<file path="config.mk">
export PLATFORM = sky130hd
export DESIGN_NAME = vram_arbiter_flat
export DESIGN_NICKNAME = d
export VERILOG_FILES = /design/src/rtl/vram_arbiter_if.sv /design/src/rtl/vram_arbiter.sv /design/src/flat_wrapper.sv
export SDC_FILE = /design/constraint.sdc
export NUM_CORES = 1
export LEC_CHECK = 0
export CAP_MARGIN = 40
export CORE_UTILIZATION = 39
export DETAILED_ROUTE_END_ITERATION = 10
export GPL_TIMING_DRIVEN = 0
export PLACE_DENSITY = 0.87
export SLEW_MARGIN = 20
export SYNTH_ARGS = -nofsm -noshare
export SYNTH_HDL_FRONTEND = slang
export SYNTH_SLANG_ARGS = --single-unit
</file>
<file path="constraint.sdc">
create_clock -name clock -period 1.8 [get_ports clock]
set_input_delay 0.18 -clock clock [delete_from_list [all_inputs] [get_ports clock]]
set_output_delay 0.18 -clock clock [all_outputs]
set_load 0.02 [all_outputs]
</file>
<file path="src/rtl/vram_arbiter_if.sv">
// CPU-side request/acknowledge bus of the video RAM arbiter.
// The CPU is the master: it holds its request stable until the single-cycle ack.
interface vram_arbiter_if #(
  parameter int ADDR_W = 14,
  parameter int DATA_W = 2
);
  logic              cpu_req;
  logic              cpu_we;
  logic [ADDR_W-1:0] cpu_addr;
  logic [DATA_W-1:0] cpu_wdata;
  logic              cpu_ack;
  logic [DATA_W-1:0] cpu_rdata;

  modport master (
    output cpu_req, cpu_we, cpu_addr, cpu_wdata,
    input  cpu_ack, cpu_rdata
  );

  modport slave (
    input  cpu_req, cpu_we, cpu_addr, cpu_wdata,
    output cpu_ack, cpu_rdata
  );
endinterface

</file>
<file path="src/rtl/vram_arbiter.sv">
// Single-port map RAM arbiter: fixed display read slots every 8th active pixel,
// CPU accesses fill the remaining cycles through a small request/ack FSM.
module vram_arbiter #(
  parameter int ADDR_W = 14,
  parameter int DATA_W = 2
) (
  input  logic              clock,
  input  logic              rst,
  input  logic              video_on_i,
  input  logic [11:0]       pixel_row_i,
  input  logic [11:0]       pixel_column_i,
  vram_arbiter_if.slave     cpu,
  output logic [ADDR_W-1:0] ram_addr_o,
  output logic              ram_we_o,
  output logic [DATA_W-1:0] ram_wdata_o,
  input  logic [DATA_W-1:0] ram_rdata_i,
  output logic [DATA_W-1:0] disp_data_o,
  output logic              disp_valid_o,
  output logic              frame_tick_o,
  output logic [7:0]        stall_cnt_o
);

  typedef enum logic [1:0] {IDLE, CPU_WR, CPU_RD, CPU_ACK} state_t;

  state_t            state_q, state_d;
  logic              slot;
  logic              cpu_issue;
  logic              ack_state;
  logic              rd_capture;
  logic [ADDR_W-1:0] disp_addr;
  logic [ADDR_W-1:0] ram_addr_q, ram_addr_d;
  logic [DATA_W-1:0] ram_wdata_q, ram_wdata_d;
  logic              disp_pend_q;
  logic              disp_valid_q;
  logic [DATA_W-1:0] disp_data_q;
  logic [DATA_W-1:0] cpu_rdata_q;
  logic [7:0]        stall_q;
  logic              video_on_q;
  logic              frame_tick_q;
  logic              unused_col_bits;

  // Only columns 0..1023 map onto the 128-cell-wide map.
  assign unused_col_bits = ^pixel_column_i[11:10];

  assign slot      = video_on_i && (pixel_column_i[2:0] == 3'd0);
  assign disp_addr = ADDR_W'({pixel_row_i[9:3], pixel_column_i[9:3]});

  // State register
  always_ff @(posedge clock) begin
    if (rst) begin
      state_q <= IDLE;
    end else begin
      state_q <= state_d;
    end
  end

  // Next-state logic
  always_comb begin
    state_d = state_q;
    case (state_q)
      IDLE:    if (cpu_issue) state_d = cpu.cpu_we ? CPU_WR : CPU_RD;
      CPU_WR:  state_d = IDLE;
      CPU_RD:  state_d = CPU_ACK;
      CPU_ACK: state_d = IDLE;
      default: state_d = IDLE;
    endcase
  end

  // FSM outputs; a display slot always pre-empts a CPU issue.
  always_comb begin
    cpu_issue  = 1'b0;
    ack_state  = 1'b0;
    rd_capture = 1'b0;
    case (state_q)
      IDLE:    cpu_issue  = cpu.cpu_req && !slot;
      CPU_WR:  ack_state  = 1'b1;
      CPU_RD:  rd_capture = 1'b1;
      CPU_ACK: ack_state  = 1'b1;
      default: cpu_issue  = 1'b0;
    endcase
  end

  always_comb begin
    ram_addr_d  = ram_addr_q;
    ram_wdata_d = ram_wdata_q;
    if (slot) begin
      ram_addr_d = disp_addr;
    end else if (cpu_issue) begin
      ram_addr_d  = cpu.cpu_addr;
      ram_wdata_d = cpu.cpu_wdata;
    end
  end

  always_ff @(posedge clock) begin
    if (rst) begin
      ram_addr_q   <= '0;
      ram_wdata_q  <= '0;
      disp_pend_q  <= 1'b0;
      disp_valid_q <= 1'b0;
      disp_data_q  <= '0;
      cpu_rdata_q  <= '0;
      stall_q      <= 8'd0;
      video_on_q   <= 1'b0;
      frame_tick_q <= 1'b0;
    end else begin
      ram_addr_q   <= ram_addr_d;
      ram_wdata_q  <= ram_wdata_d;
      // RAM data for a slot arrives one cycle after its address.
      disp_pend_q  <= slot;
      disp_valid_q <= disp_pend_q;
      if (disp_pend_q) begin
        disp_data_q <= ram_rdata_i;
      end
      if (rd_capture) begin
        cpu_rdata_q <= ram_rdata_i;
      end
      if (state_q == IDLE && cpu.cpu_req && slot && stall_q != 8'hFF) begin
        stall_q <= stall_q + 8'd1;
      end
      video_on_q   <= video_on_i;
      frame_tick_q <= video_on_q && !video_on_i && (pixel_row_i >= 12'd767);
    end
  end

  // Every output is forced low for as long as reset is held.
  assign ram_addr_o    = rst ? '0 : ram_addr_d;
  assign ram_we_o      = !rst && cpu_issue && cpu.cpu_we;
  assign ram_wdata_o   = rst ? '0 : ram_wdata_d;
  assign cpu.cpu_ack   = !rst && ack_state;
  assign cpu.cpu_rdata = rst ? '0 : cpu_rdata_q;
  assign disp_data_o   = rst ? '0 : disp_data_q;
  assign disp_valid_o  = !rst && disp_valid_q;
  assign frame_tick_o  = !rst && frame_tick_q;
  assign stall_cnt_o   = rst ? 8'd0 : stall_q;

endmodule

</file>
<file path="src/flat_wrapper.sv">
// flat-port wrapper written by rule: the top's interface ports become plain ports
module vram_arbiter_flat 
#(
  parameter int ADDR_W = 14,
  parameter int DATA_W = 2
)
  (clock, rst, video_on_i, pixel_row_i, pixel_column_i, ram_addr_o, ram_we_o, ram_wdata_o, ram_rdata_i, disp_data_o, disp_valid_o, frame_tick_o, stall_cnt_o, cpu_cpu_req, cpu_cpu_we, cpu_cpu_addr, cpu_cpu_wdata, cpu_cpu_ack, cpu_cpu_rdata);
  vram_arbiter_if #(.ADDR_W(ADDR_W), .DATA_W(DATA_W)) cpu_i ();
  input  logic clock;
  input  logic rst;
  input  logic video_on_i;
  input  logic [11:0] pixel_row_i;
  input  logic [11:0] pixel_column_i;
  output logic [ADDR_W-1:0] ram_addr_o;
  output logic ram_we_o;
  output logic [DATA_W-1:0] ram_wdata_o;
  input  logic [DATA_W-1:0] ram_rdata_i;
  output logic [DATA_W-1:0] disp_data_o;
  output logic disp_valid_o;
  output logic frame_tick_o;
  output logic [7:0] stall_cnt_o;
  input wire logic [$bits(cpu_i.cpu_req)-1:0] cpu_cpu_req;
  input wire logic [$bits(cpu_i.cpu_we)-1:0] cpu_cpu_we;
  input wire logic [$bits(cpu_i.cpu_addr)-1:0] cpu_cpu_addr;
  input wire logic [$bits(cpu_i.cpu_wdata)-1:0] cpu_cpu_wdata;
  output wire logic [$bits(cpu_i.cpu_ack)-1:0] cpu_cpu_ack;
  output wire logic [$bits(cpu_i.cpu_rdata)-1:0] cpu_cpu_rdata;
  assign cpu_i.cpu_req = cpu_cpu_req;
  assign cpu_i.cpu_we = cpu_cpu_we;
  assign cpu_i.cpu_addr = cpu_cpu_addr;
  assign cpu_i.cpu_wdata = cpu_cpu_wdata;
  assign cpu_cpu_ack = cpu_i.cpu_ack;
  assign cpu_cpu_rdata = cpu_i.cpu_rdata;
  vram_arbiter #(.ADDR_W(ADDR_W), .DATA_W(DATA_W)) u_core (.clock(clock), .rst(rst), .video_on_i(video_on_i), .pixel_row_i(pixel_row_i), .pixel_column_i(pixel_column_i), .cpu(cpu_i), .ram_addr_o(ram_addr_o), .ram_we_o(ram_we_o), .ram_wdata_o(ram_wdata_o), .ram_rdata_i(ram_rdata_i), .disp_data_o(disp_data_o), .disp_valid_o(disp_valid_o), .frame_tick_o(frame_tick_o), .stall_cnt_o(stall_cnt_o));
endmodule
</file>
* Word level (Yosys, flattened, before mapping)
Cells that the tools add are included.
** Storage, ports and cells
- Logic and storage cells :: 50
- Input bits :: 47
- Flip-flop bits (word level) :: 34
** Cells by class
- Magnitude comparators :: 1
- Equality and inequality tests :: 5
- $add $sub $neg :: 1
- Reductions and logical operators :: 18
- Multiplexer cells :: 15
** Operators by type and width (count)
- 14-bit 2-to-1 mux :: 3
- 2-bit 2-to-1 mux :: 7
- 12-bit by 10-bit greater-or-equal comparator with 1-bit output (second input constant) :: 1
- 1-bit logical AND :: 12
- 8-bit by 1-bit adder with 8-bit output (second input constant) :: 1
- 8-bit 2-to-1 mux :: 1
- 8-bit != test (second input constant) :: 1
- 2-bit one-hot mux with 3 select lines :: 1
- 2-bit equality test (second input constant) :: 2
- 1-bit zero test :: 3
- 3-bit zero test :: 1
- 1-bit 2-to-1 mux :: 3
- 2-bit by 1-bit equality test with 1-bit output (second input constant) :: 1
- 2-bit zero test :: 1
- 2-bit by 1-bit != test with 1-bit output (second input constant) :: 1
- 2-bit OR reduction :: 1

* Depth between registers and ports, before layout
- Word-level depth :: 8
- Gate-level depth with buffers :: 5
- Gate-level depth less buffers :: 5

* Worst setup path before layout
OpenSTA, ideal clock, no wires.
- Path type :: flip-flop to flip-flop
- Start point :: register u_core.state_q[1]
- End point :: register u_core.ram_addr_q[10]
- Setup slack :: -0.033 ns
- Arrival :: 1.648 ns
- Required time :: 1.616 ns
- Setup time :: 0.184 ns
- Cell stages (with the launch flop) :: 6
- Clock period less this slack :: 1.833 ns
- Cell sequence :: dfxtp_1 -> nor3b_4 -> buf_4 -> buf_4 -> mux2i_1 -> a211oi_1
** On the way
- Word-level cells in the longest chain between the ends :: 5
** Ends and longest elaborated chain
- start, declared :: line vram_arbiter.sv:25 : state_t state_q, state_d;
- start signal, assigned :: line vram_arbiter.sv:53 : state_q <= state_d;
- 2-bit zero test :: line vram_arbiter.sv:74 : case (state_q)
- 1-bit 2-to-1 mux :: line vram_arbiter.sv:74
- 14-bit 2-to-1 mux :: line vram_arbiter.sv:88 : end else if (cpu_issue) begin
- 14-bit 2-to-1 mux :: line vram_arbiter.sv:86 : if (slot) begin
- 14-bit 2-to-1 mux
- named net ram_addr_o[10] :: line flat_wrapper.sv:14 : output logic [ADDR_W-1:0] ram_addr_o;
- end signal, assigned :: line vram_arbiter.sv:106 : ram_addr_q <= ram_addr_d;
- end, declared :: line vram_arbiter.sv:31 : logic [ADDR_W-1:0] ram_addr_q, ram_addr_d;
The timed path passes the listed nets, and every way through them passes these cells.
A chain may end at the register's enable or synchronous reset.

* Worst setup path after layout
- Start point :: register u_core.state_q[0]
- End point :: output port ram_addr_o[0]
** On the way
- Word-level cells in the longest chain between the ends :: 5
** Ends and longest elaborated chain
- 2-bit zero test :: line vram_arbiter.sv:74
- 1-bit 2-to-1 mux :: line vram_arbiter.sv:74
- 14-bit 2-to-1 mux :: line vram_arbiter.sv:88
- 14-bit 2-to-1 mux :: line vram_arbiter.sv:86
- 14-bit 2-to-1 mux :: line vram_arbiter.sv:126 : assign ram_addr_o = rst ? '0 : ram_addr_d;
- end, declared :: line flat_wrapper.sv:14
No other way between the ends.

==> impl_metrics.yaml <==
synthesis:
  synthTopCellsByArea: "dfxtp_1 44%, mux2i_1 12%, a211oi_1 7.3%"
  synth_area_sq_um: 1540
  synth_edf_count: 0
  avgSynthCellArea_sq_um: 9.30
  ys_ff_latch: 34
  async_flop_share_pct: 0
  ys.warnings.count: 0
  syn_inst: 166
  seq_area_frac_synth_pct: 44.1
  synth_cell_type_count: 31
  synthesis.nets: 214
  yosysTopAreaCell: "dfxtp_1"
  ys.flop_type: "dfxtp_1"
  synth_top_cell_area_share_pct: 44.1
finish:
  nFillCells: 223
  drive_above_1_share_pct: 31.3
  num_antenna_cells: 0
  nNetsFinal: 306
  area_growth_pct: 86.4
cts:
  clk_pin_slew_worst_paths_ns: 0.07
  cts_tree: "built"
  clock-sinks: 34
  clock_latency_ns: 0.29
  cts_max_level: 2
  cts-root-buf: "clkbuf_8"
  cts_buffers: 5
  clk_path_buf_depth: 2
setup_path:
  rrSetupSlack_ns: 0.21
  path_max_fanout: 4
  rr_worst_depth: 5
  end_kind: "output pin"
  critPathArrivalTime_ns: 1.70
  worstReg2RegStart: "u_core.stall_q[0]$_SDFFE_PP0P_"
  start_kind: "register"
  criticalPathCategory: "reg -> out"
  reg2reg_to: "u_core.stall_q[3]$_SDFFE_PP0P_"
  cp.required_ns: 1.62
die:
  die_w_microns: 64.9
  core_area_sq_um: 3720
  initial_core_util_pct: 41.5
  die_area_sq_um: 4210
  die_h_microns: 64.9
  pin_count: 79
  rows: 22
timing:
  setup-violations-final: 14
  period_share_pct: 104
  fin_skew_ns: 0.00468
  grt_setup_unrepaired: "yes"
  worstMarginPinSlew_ns: 0.377
  timing.final.hold_violations: 0
  fin_hold_ws_ns: 0.120
  fin_crit_ns: 1.88
  relSlewSlack_pct: 74.9
  setup_ws_ns: -0.0808
  drv_slew: 0
  max_freq_ghz: 0.532
flow_run:
  drv_cap: 0
min_path:
  hp-start: "video_on_i"
  worstHoldEndpoint: "u_core.frame_tick_q$_SDFF_PP0_"
  holdPathStages: 2
  hold_class: "in -> reg"
detailed_routing:
  drc: 0
  wl_per_cell_microns: 16.7
  vias: 1623
  drtIter0Drc: 108
  ant_nets: 0
  drtPass1Iterations: 4
  wl_mm: 5.11
  viasPerCell: 5.29
power_and_ir_drop:
  pwr-share-clk_pct: 39.6
  ir_drop_mv: 0.928
  pwr-share-seq_pct: 36.8
  p_per_area_nw_per_um2: 768
  total_power_mw: 2.21
  p_int_mw: 1.67
  switching_share_pct: 24.2
  power_frac_comb_pct: 23.6
  switchingPower_mw: 0.535
  p_leak_nw: 1.21
grt:
  grt_pass1_wl_mm: 7.12
  grt-ovfl-total: 0
  antenna_found_initial: 0
  grtUsageTotal_pct: 22.7
  grt_max_degree: 12
  first_global_vias: 1542
placement:
  place_congestion: 0.804
  port_buffers: 76
  hpwlAfterDp_mm: 2.90
status:
  violations: "setup timing"
  status: "complete, but fails checks"
-- state kept, by name, summed over array words and instances (netlist names), 2 cells and up --
signal	cells
u_core.cpu_rdata_q	2
u_core.stall_q	8
u_core.ram_wdata_q	2
u_core.ram_addr_q	14
u_core.state_q	2
u_core.disp_data_q	2
-- kinds of logic after synthesis --
logic type | count (synthesis) | synth area share [%]
AND/OR/NAND/NOR | 67 | 24.3
flip-flops | 34 | 44.1
AO/OA/AOI/OAI | 31 | 13.8
multiplexers | 19 | 12.3
buffers and inverters | 12 | 3.56
XOR/XNOR | 2 | 1.13
adder cells (fa/ha/maj) | 1 | 0.810
-- power groups by stage --
stage	Sequential, mW	Clock, mW	Combinational (mW)
floorplan	0.819	0	0.186
global placement	0.820	0	0.378
detailed placement	0.822	0	0.381
CTS	0.806	0.881	0.433
global route	0.816	0.926	0.543
finish	0.813	0.876	0.521
-- per-layer routing --
layer  vias up  track usage (%)  wire length (microns)  part of all wire [%]
li1        769                -                      -                     -
met1       770             25.0                   1980                    39
met2        68             39.2                   2600                    51
met3        16             7.92                    363                   7.1
met4         0             9.72                    162                   3.2
met5         -                0                      0                     0
-- Yosys cell counts, types with 3 or more instances --
master / n
nand3_1: 6
nor2b_1: 17
a21oi_1: 7
clkbuf_1: 6
dfxtp_1: 34
a211oi_1: 15
nor2_1: 23
o21ai_0: 4
nand2_1: 7
mux2i_1: 19
nand4_1: 3
-- cell usage in the layout (no fill, tap or decap), types with 3 or more instances in the layout --
cell             instances
nand2_1                  7
clkbuf_4                 3
buf_2                    4
nor2_1                  20
o21ai_0                  4
nand4_1                  3
mux2i_4                  6
nand3_1                  6
buf_4                   15
nor2b_1                 17
dfxtp_1                 33
nor2_2                   3
dlymetal6s2s_1           3
dlygate4sd2_1           11
a211oi_4                 6
a211oi_2                 8
buf_6                    9
mux2i_1                 11
clkdlybuf4s50_1         41
clkbuf_8                 7
a21oi_1                  6
-- through the flow --
stage | instance area, sq um | TNS (ns) | cells | utilization, % | worst slack [ns]
CTS | 2690 | -0.417 | 302 | 72.5 | -0.0529
finish | 2880 | -0.634 | 307 | 77.4 | -0.0808
global route | 2880 | -1.67 | 307 | 77.4 | -0.150
detailed placement | 2390 | -18.94 | 290 | 64.4 | -0.908
floorplan | 1570 | -0.0283 | 166 | - | -0.00685
global placement | 2390 | -18.62 | 290 | 64.4 | -0.920
-- critical path, stage by stage (launching register included) --
cell	delay, ns
dfxtp_2	0.34
nor3b_4	0.23
buf_6	0.17
buf_6	0.13
mux2i_4	0.07
a211oi_4	0.30
buf_6	0.16
-- worst max-delay path by stage --
stage / startpoint / endpoint / slack [ns] / cells after the start
after floorplan: pixel_column_i[1] / u_core.ram_addr_q[4]$_DFF_P_ / -0.007 / 4
after global placement: pixel_column_i[0] / ram_addr_o[5] / -0.92 / 6
after detailed placement: pixel_column_i[2] / ram_addr_o[3] / -0.91 / 7
after CTS: cpu_cpu_req / ram_addr_o[11] / -0.05 / 7
after global routing: u_core.state_q[0]$_SDFFE_PP0P_ / ram_addr_o[7] / -0.15 / 6
final: u_core.state_q[0]$_SDFFE_PP0P_ / ram_addr_o[0] / -0.08 / 6
-- final cells by class --
class	instances	area [sq um]	share of cell area, %
Multi-Input combinational cell	120	1020	35.5
Clock buffer	6	82.6	2.87
Buffer	10	113	3.91
Sequential cell	34	682	23.7
Inverter	1	3.75	0.130
Timing Repair Buffer	86	856	29.7
Clock inverter	2	60.1	2.09
Tap cell	48	60.1	2.09
-- timing repair --
action,in CTS,in global routing
endpoints found under the setup margin,30,19
endpoints found under the hold margin,0,0
hold buffers,0,0
setup buffers,4,3
resized for setup,156,30
pin swaps,8,10
gates cloned,1,2
Power figures use the tool's default switching activity.
